## config.mk

```make
export PLATFORM = sky130hd
export DESIGN_NAME = que_arbiter_nrr
export DESIGN_NICKNAME = d
export VERILOG_FILES = /design/src/rtl/que_arbiter_nrr.sv
export SDC_FILE = /design/constraint.sdc
export NUM_CORES = 1
export LEC_CHECK = 0
export ABC_CLOCK_PERIOD_IN_PS = 3200
export BUFFER_PORTS_ARGS = -buffer_cell sky130_fd_sc_hd__clkbuf_2
export CORE_ASPECT_RATIO = 0.6
export CORE_MARGIN = 4
export CORE_UTILIZATION = 30
export DETAILED_ROUTE_END_ITERATION = 10
export PLACE_DENSITY = 0.56
export REMOVE_ABC_BUFFERS = 1
export SLEW_MARGIN = 5
export SYNTH_ARGS = -nofsm -noshare
export SYNTH_HDL_FRONTEND = slang
export SYNTH_SLANG_ARGS = --single-unit
```

## constraint.sdc

```tcl
create_clock -name i_clk -period 3.2 [get_ports i_clk]
set_clock_uncertainty 0.05 [all_clocks]
set_input_delay 0.16 -clock i_clk [delete_from_list [all_inputs] [get_ports i_clk]]
set_output_delay 0.16 -clock i_clk [all_outputs]
set_load 0.01 [all_outputs]
```

## src/rtl/que_arbiter_nrr.sv

```systemverilog
// Registered N-way queue arbiter with held grants, fixed-priority or descending
// round-robin selection, programmable request polarity and optional hold limit.
module que_arbiter_nrr #(
  parameter int   N        = 9,
  parameter logic TARGET   = 1'b1,
  parameter logic MODE     = 1'b0,
  parameter int   MAX_HOLD = 0,
  localparam int  SW       = $clog2(N),
  localparam int  HW       = (MAX_HOLD > 0) ? $clog2(MAX_HOLD + 1) : 1
) (
  input  logic          i_clk,
  input  logic          i_rst,
  input  logic [N-1:0]  i_req,
  input  logic          i_done,
  output logic          o_gnt_vld,
  output logic [SW-1:0] o_gnt_sel,
  output logic [N-1:0]  o_gnt_oh,
  output logic          o_any_req,
  output logic          o_timeout
);

  localparam logic [HW-1:0] HOLD_LIM = HW'(MAX_HOLD);

  typedef enum logic {IDLE, GRANT} state_t;

  state_t        state_q, state_d;
  logic [SW-1:0] sel_q, sel_d;
  logic [SW-1:0] last_q, last_d;
  logic [HW-1:0] cnt_q, cnt_d;
  logic          to_q, to_d;

  logic [N-1:0]  req_act;
  logic [SW:0]   pick_idle;
  logic [SW:0]   pick_rel;
  logic          owner_req;
  logic          hold_hit;

  // Returns {found, index}; round-robin scans downward starting just below 'last'.
  function automatic logic [SW:0] pick(input logic [N-1:0] r, input logic [SW-1:0] last);
    logic          found;
    logic [SW-1:0] win;
    int            j;
    found = 1'b0;
    win   = '0;
    if (MODE == 1'b0) begin
      for (int k = 0; k < N; k++) begin
        if (r[k]) begin
          found = 1'b1;
          win   = SW'(k);
        end
      end
    end else begin
      for (int i = 1; i <= N; i++) begin
        j = int'(last) - i;
        if (j < 0) j = j + N;
        if (!found && r[j]) begin
          found = 1'b1;
          win   = SW'(j);
        end
      end
    end
    return {found, win};
  endfunction

  assign req_act   = ~(i_req ^ {N{TARGET}});
  assign o_any_req = |req_act;
  assign owner_req = req_act[sel_q];
  assign hold_hit  = (MAX_HOLD != 0) && (cnt_q == HOLD_LIM);
  assign pick_idle = pick(req_act, last_q);
  // The releasing owner is masked so it cannot win the very next cycle.
  assign pick_rel  = pick(req_act & ~o_gnt_oh, sel_q);

  always_ff @(posedge i_clk or posedge i_rst) begin
    if (i_rst) begin
      state_q <= IDLE;
      sel_q   <= '0;
      last_q  <= '0;
      cnt_q   <= '0;
      to_q    <= 1'b0;
    end else begin
      state_q <= state_d;
      sel_q   <= sel_d;
      last_q  <= last_d;
      cnt_q   <= cnt_d;
      to_q    <= to_d;
    end
  end

  always_comb begin
    state_d = state_q;
    sel_d   = sel_q;
    last_d  = last_q;
    cnt_d   = cnt_q;
    to_d    = 1'b0;
    case (state_q)
      IDLE: begin
        if (pick_idle[SW]) begin
          state_d = GRANT;
          sel_d   = pick_idle[SW-1:0];
          last_d  = pick_idle[SW-1:0];
          cnt_d   = HW'(1);
        end
      end
      GRANT: begin
        if (!(i_done || !owner_req || hold_hit)) begin
          if (cnt_q != {HW{1'b1}}) cnt_d = cnt_q + HW'(1);
        end else begin
          to_d = hold_hit && !i_done && owner_req;
          if (pick_rel[SW]) begin
            sel_d  = pick_rel[SW-1:0];
            last_d = pick_rel[SW-1:0];
            cnt_d  = HW'(1);
          end else begin
            state_d = IDLE;
            cnt_d   = '0;
          end
        end
      end
      default: state_d = IDLE;
    endcase
  end

  always_comb begin
    o_gnt_oh = '0;
    if (state_q == GRANT) o_gnt_oh[sel_q] = 1'b1;
  end

  assign o_gnt_vld = (state_q == GRANT);
  assign o_gnt_sel = sel_q;
  assign o_timeout = to_q;

endmodule

```

==> impl_metrics.csv <==
group,metric,value,unit
clock_tree,numCtsBuffers,3,
cells_and_area,stdcell_area,912.1,µm²
synthesis,avgSynthCellArea,7.961,µm²
setup_path,crit_required,3.24,ns
run,drv_cap,0,
sta,rsz0062_at_grt,"no",
cells_and_area,insertedDiodeCount,0,
setup_path,slowest_stage,"dfrtp_1",
setup_path,end_kind,"flip-flop",
synthesis,synth_top_cell_area_share,17.27,%
sta,hold_viol_final,0,
min_path,min_path_cells,3,
clock_tree,cts.clk_slew.worst_paths,0.03,ns
placement,place.gp.congestion,0.8084,
synthesis,ys.warnings.count,0,
clock_tree,hold_buffers,1,
sta,slew_headroom,64.24,%
global_routing,first_global_vias,738,
clock_tree,cts_max_level,1,
sta,setup_ws,0.6775,ns
sta,fmax,396.4,MHz
sta,worst_pin_slew,0.5315,ns
clock_tree,post_cts_resized,0,
synthesis,ys_ff_latch,5,
placement,hpwl,1.682,mm
setup_path,critPathKind,"flip-flop to flip-flop",
cells_and_area,final_layout_size_suffix_gt1_share,31.62,%
synthesis,yosysUniqueCellTypes,38,
cells_and_area,fin_cells,147,
synthesis,syn_inst,91,
die,core.rowCount,13,
die,die_area,3291,µm²
clock_tree,clockRootBuffer,"clkbuf_8",
route,vias_per_cell,5.401,
setup_path,r2r_cells,6,
cells_and_area,syn_to_final_growth,25.91,%
synthesis,synth.yosys.seq_area_share,17.27,%
setup_path,cp-start-kind,"flip-flop",
clock_tree,clockBufferDepth,2,
outcome,outcome,"finished clean",
route,dr.first_iter.drc_count,93,
sta,setup_viol,0,
die,die_y,46.07,µm
sta,finalSetupTns,0,ns
placement,port_buffers,26,
setup_path,crit_fanout,11,
sta,finalCritPeriodShare,78.83,%
route,firstDrtPassIters,4,
setup_path,cp_data_arrival_time,2.57,ns
die,chipWidth,71.44,µm
clock_tree,cts_tree,"yes",
global_routing,grt_start_max_net_pins,14,
pwr,p_total,672.9,µW
pwr,pwr_density_cell,737.7,nW/µm²
placement,pre_cts_ws,0.6885,ns
route,detail-route-antenna-nets,0,
global_routing,grt_pass1_wl,3.505,mm
die,start_util,32.51,%
pwr,power.leakage,0.4129,nW
clock_tree,clk_latency,0.22,ns
synthesis,synth_area,724.4,µm²
placement,place_area,857.1,µm²
cells_and_area,nets,130,
die,coreArea,2228,µm²
cells_and_area,final_util,40.93,%
route,routed_wirelength,2.103,mm
sta,timing.hold.ws,0.2466,ns
min_path,hold_path_class,"primary input to flip-flop",
placement,dp_cells,142,
synthesis,synth_top_cells_by_area,"dfrtp_1 (17%), mux2i_1 (6.9%), nor2_1 (5.7%)",
global_routing,antenna_found_initial,0,
die,ioPinCount,28,
sta,finalCriticalPeriod,2.522,ns
synthesis,synth_area_leader_cell,"dfrtp_1",
sta,final_max_slew_viol_count,0,
setup_path,critPathMaxStageDelay,0.58,ns
clock_tree,clock-sinks,5,
route,post_drt_wl_per_cell,14.31,µm
clock_tree,post_cts_buffers,0,
route,num_vias,794,
pwr,max-vdd-ir-drop,224.8,µV
global_routing,grt_remaining_overflow,0,
setup_path,path_cells,"or3b_1, nor3_2, o311ai_2, nor4b_4, nor4_4, mux2_1",
route,drc,0,
global_routing,grt_use_total,13.41,%
==> power breakdown <==
part | switching (mW) | internal (mW)
sequential | 0.0684 | 0.0879
combinational | 0.233 | 0.170
clock | 0.0284 | 0.0853
total | 0.330 | 0.343
==> synthesized netlist by cell type, drive strengths merged <==
cell,n
nand4,1
conb,1
inv,7
o31ai,3
a21oi,6
or3b,2
clkbuf,1
mux2,3
mux4,1
o22ai,1
a32o,1
o21ai,6
dfrtp,5
nor2,11
nand2,2
nand4bb,1
o311ai,1
and2,1
buf,5
nor3,10
nor4b,2
nand2b,2
nor4,3
a31oi,2
nand3b,2
o21a,1
mux2i,5
nor4bb,2
nand3,3
==> area by class of cell <==
cell class,instances,area [µm²]
Sequential cell,5,125.1
Timing Repair Buffer,28,147.6
Fill cell,229,1316
Inverter,7,26.28
Tap cell,30,37.54
Clock buffer,4,45.04
Multi-Input combinational cell,73,530.5
==> flip-flops by register name (all words and copies together), names as in the netlist <==
register and cells:
o_gnt_vld 1, o_gnt_sel 4
==> worst max-delay path, delay by kind of cell (launching register included) <==
kind	cells	cell delay, ns
mux	1	0.36
flops	1	0.58
simple gates	4	1.02
compound gates	1	0.39
==> cells in the final DEF (no fill, tap or decap), types with 3 or more instances in the layout <==
cell / n
o21ai_1: 3
o21ai_0: 3
clkbuf_8: 3
o31ai_1: 3
dfrtp_1: 5
clkbuf_2: 26
a21oi_1: 6
nor2_1: 11
inv_1: 7
nor3_1: 8
mux2i_1: 5
nand3_1: 3
==> cell families (layout without fill, tap and decap cells) <==
logic type / count (synthesis) / in the layout / synth area share [%]
flip-flops: 5 / 5 / 17.27
AND/OR/NAND/NOR: 42 / 42 / 39.38
buffers and inverters: 13 / 39 / 9.498
AO/OA/AOI/OAI: 21 / 21 / 18.65
multiplexers: 9 / 9 / 14.68
other: 1 / 1 / 0.5176
==> per-layer routing <==
| metal | up-vias | share of wire, % | global-route usage [%] |
|---|---|---|---|
| li1 | 393 | - | - |
| met3 | 0 | 9.0 | 2.614 |
| met2 | 38 | 43 | 19.89 |
| met5 | - | 0 | 0 |
| met1 | 363 | 48 | 20.50 |
| met4 | 0 | 0 | 1.498 |
==> path summary, 6_finish.rpt <==
check                             start           end  slack [ns]
setup / recovery           o_gnt_sel[0]  o_gnt_sel[3]        0.68
setup reg to reg           o_gnt_sel[0]  o_gnt_sel[3]        0.68
hold / removal                   i_done     o_gnt_vld        0.25
min in group asynchronous         i_rst  o_gnt_sel[2]        0.33
max in group asynchronous         i_rst  o_gnt_sel[0]        2.61
hold reg to reg            o_gnt_sel[3]  o_gnt_sel[3]        0.64
Note: power is estimated with default switching activity, not from simulation.
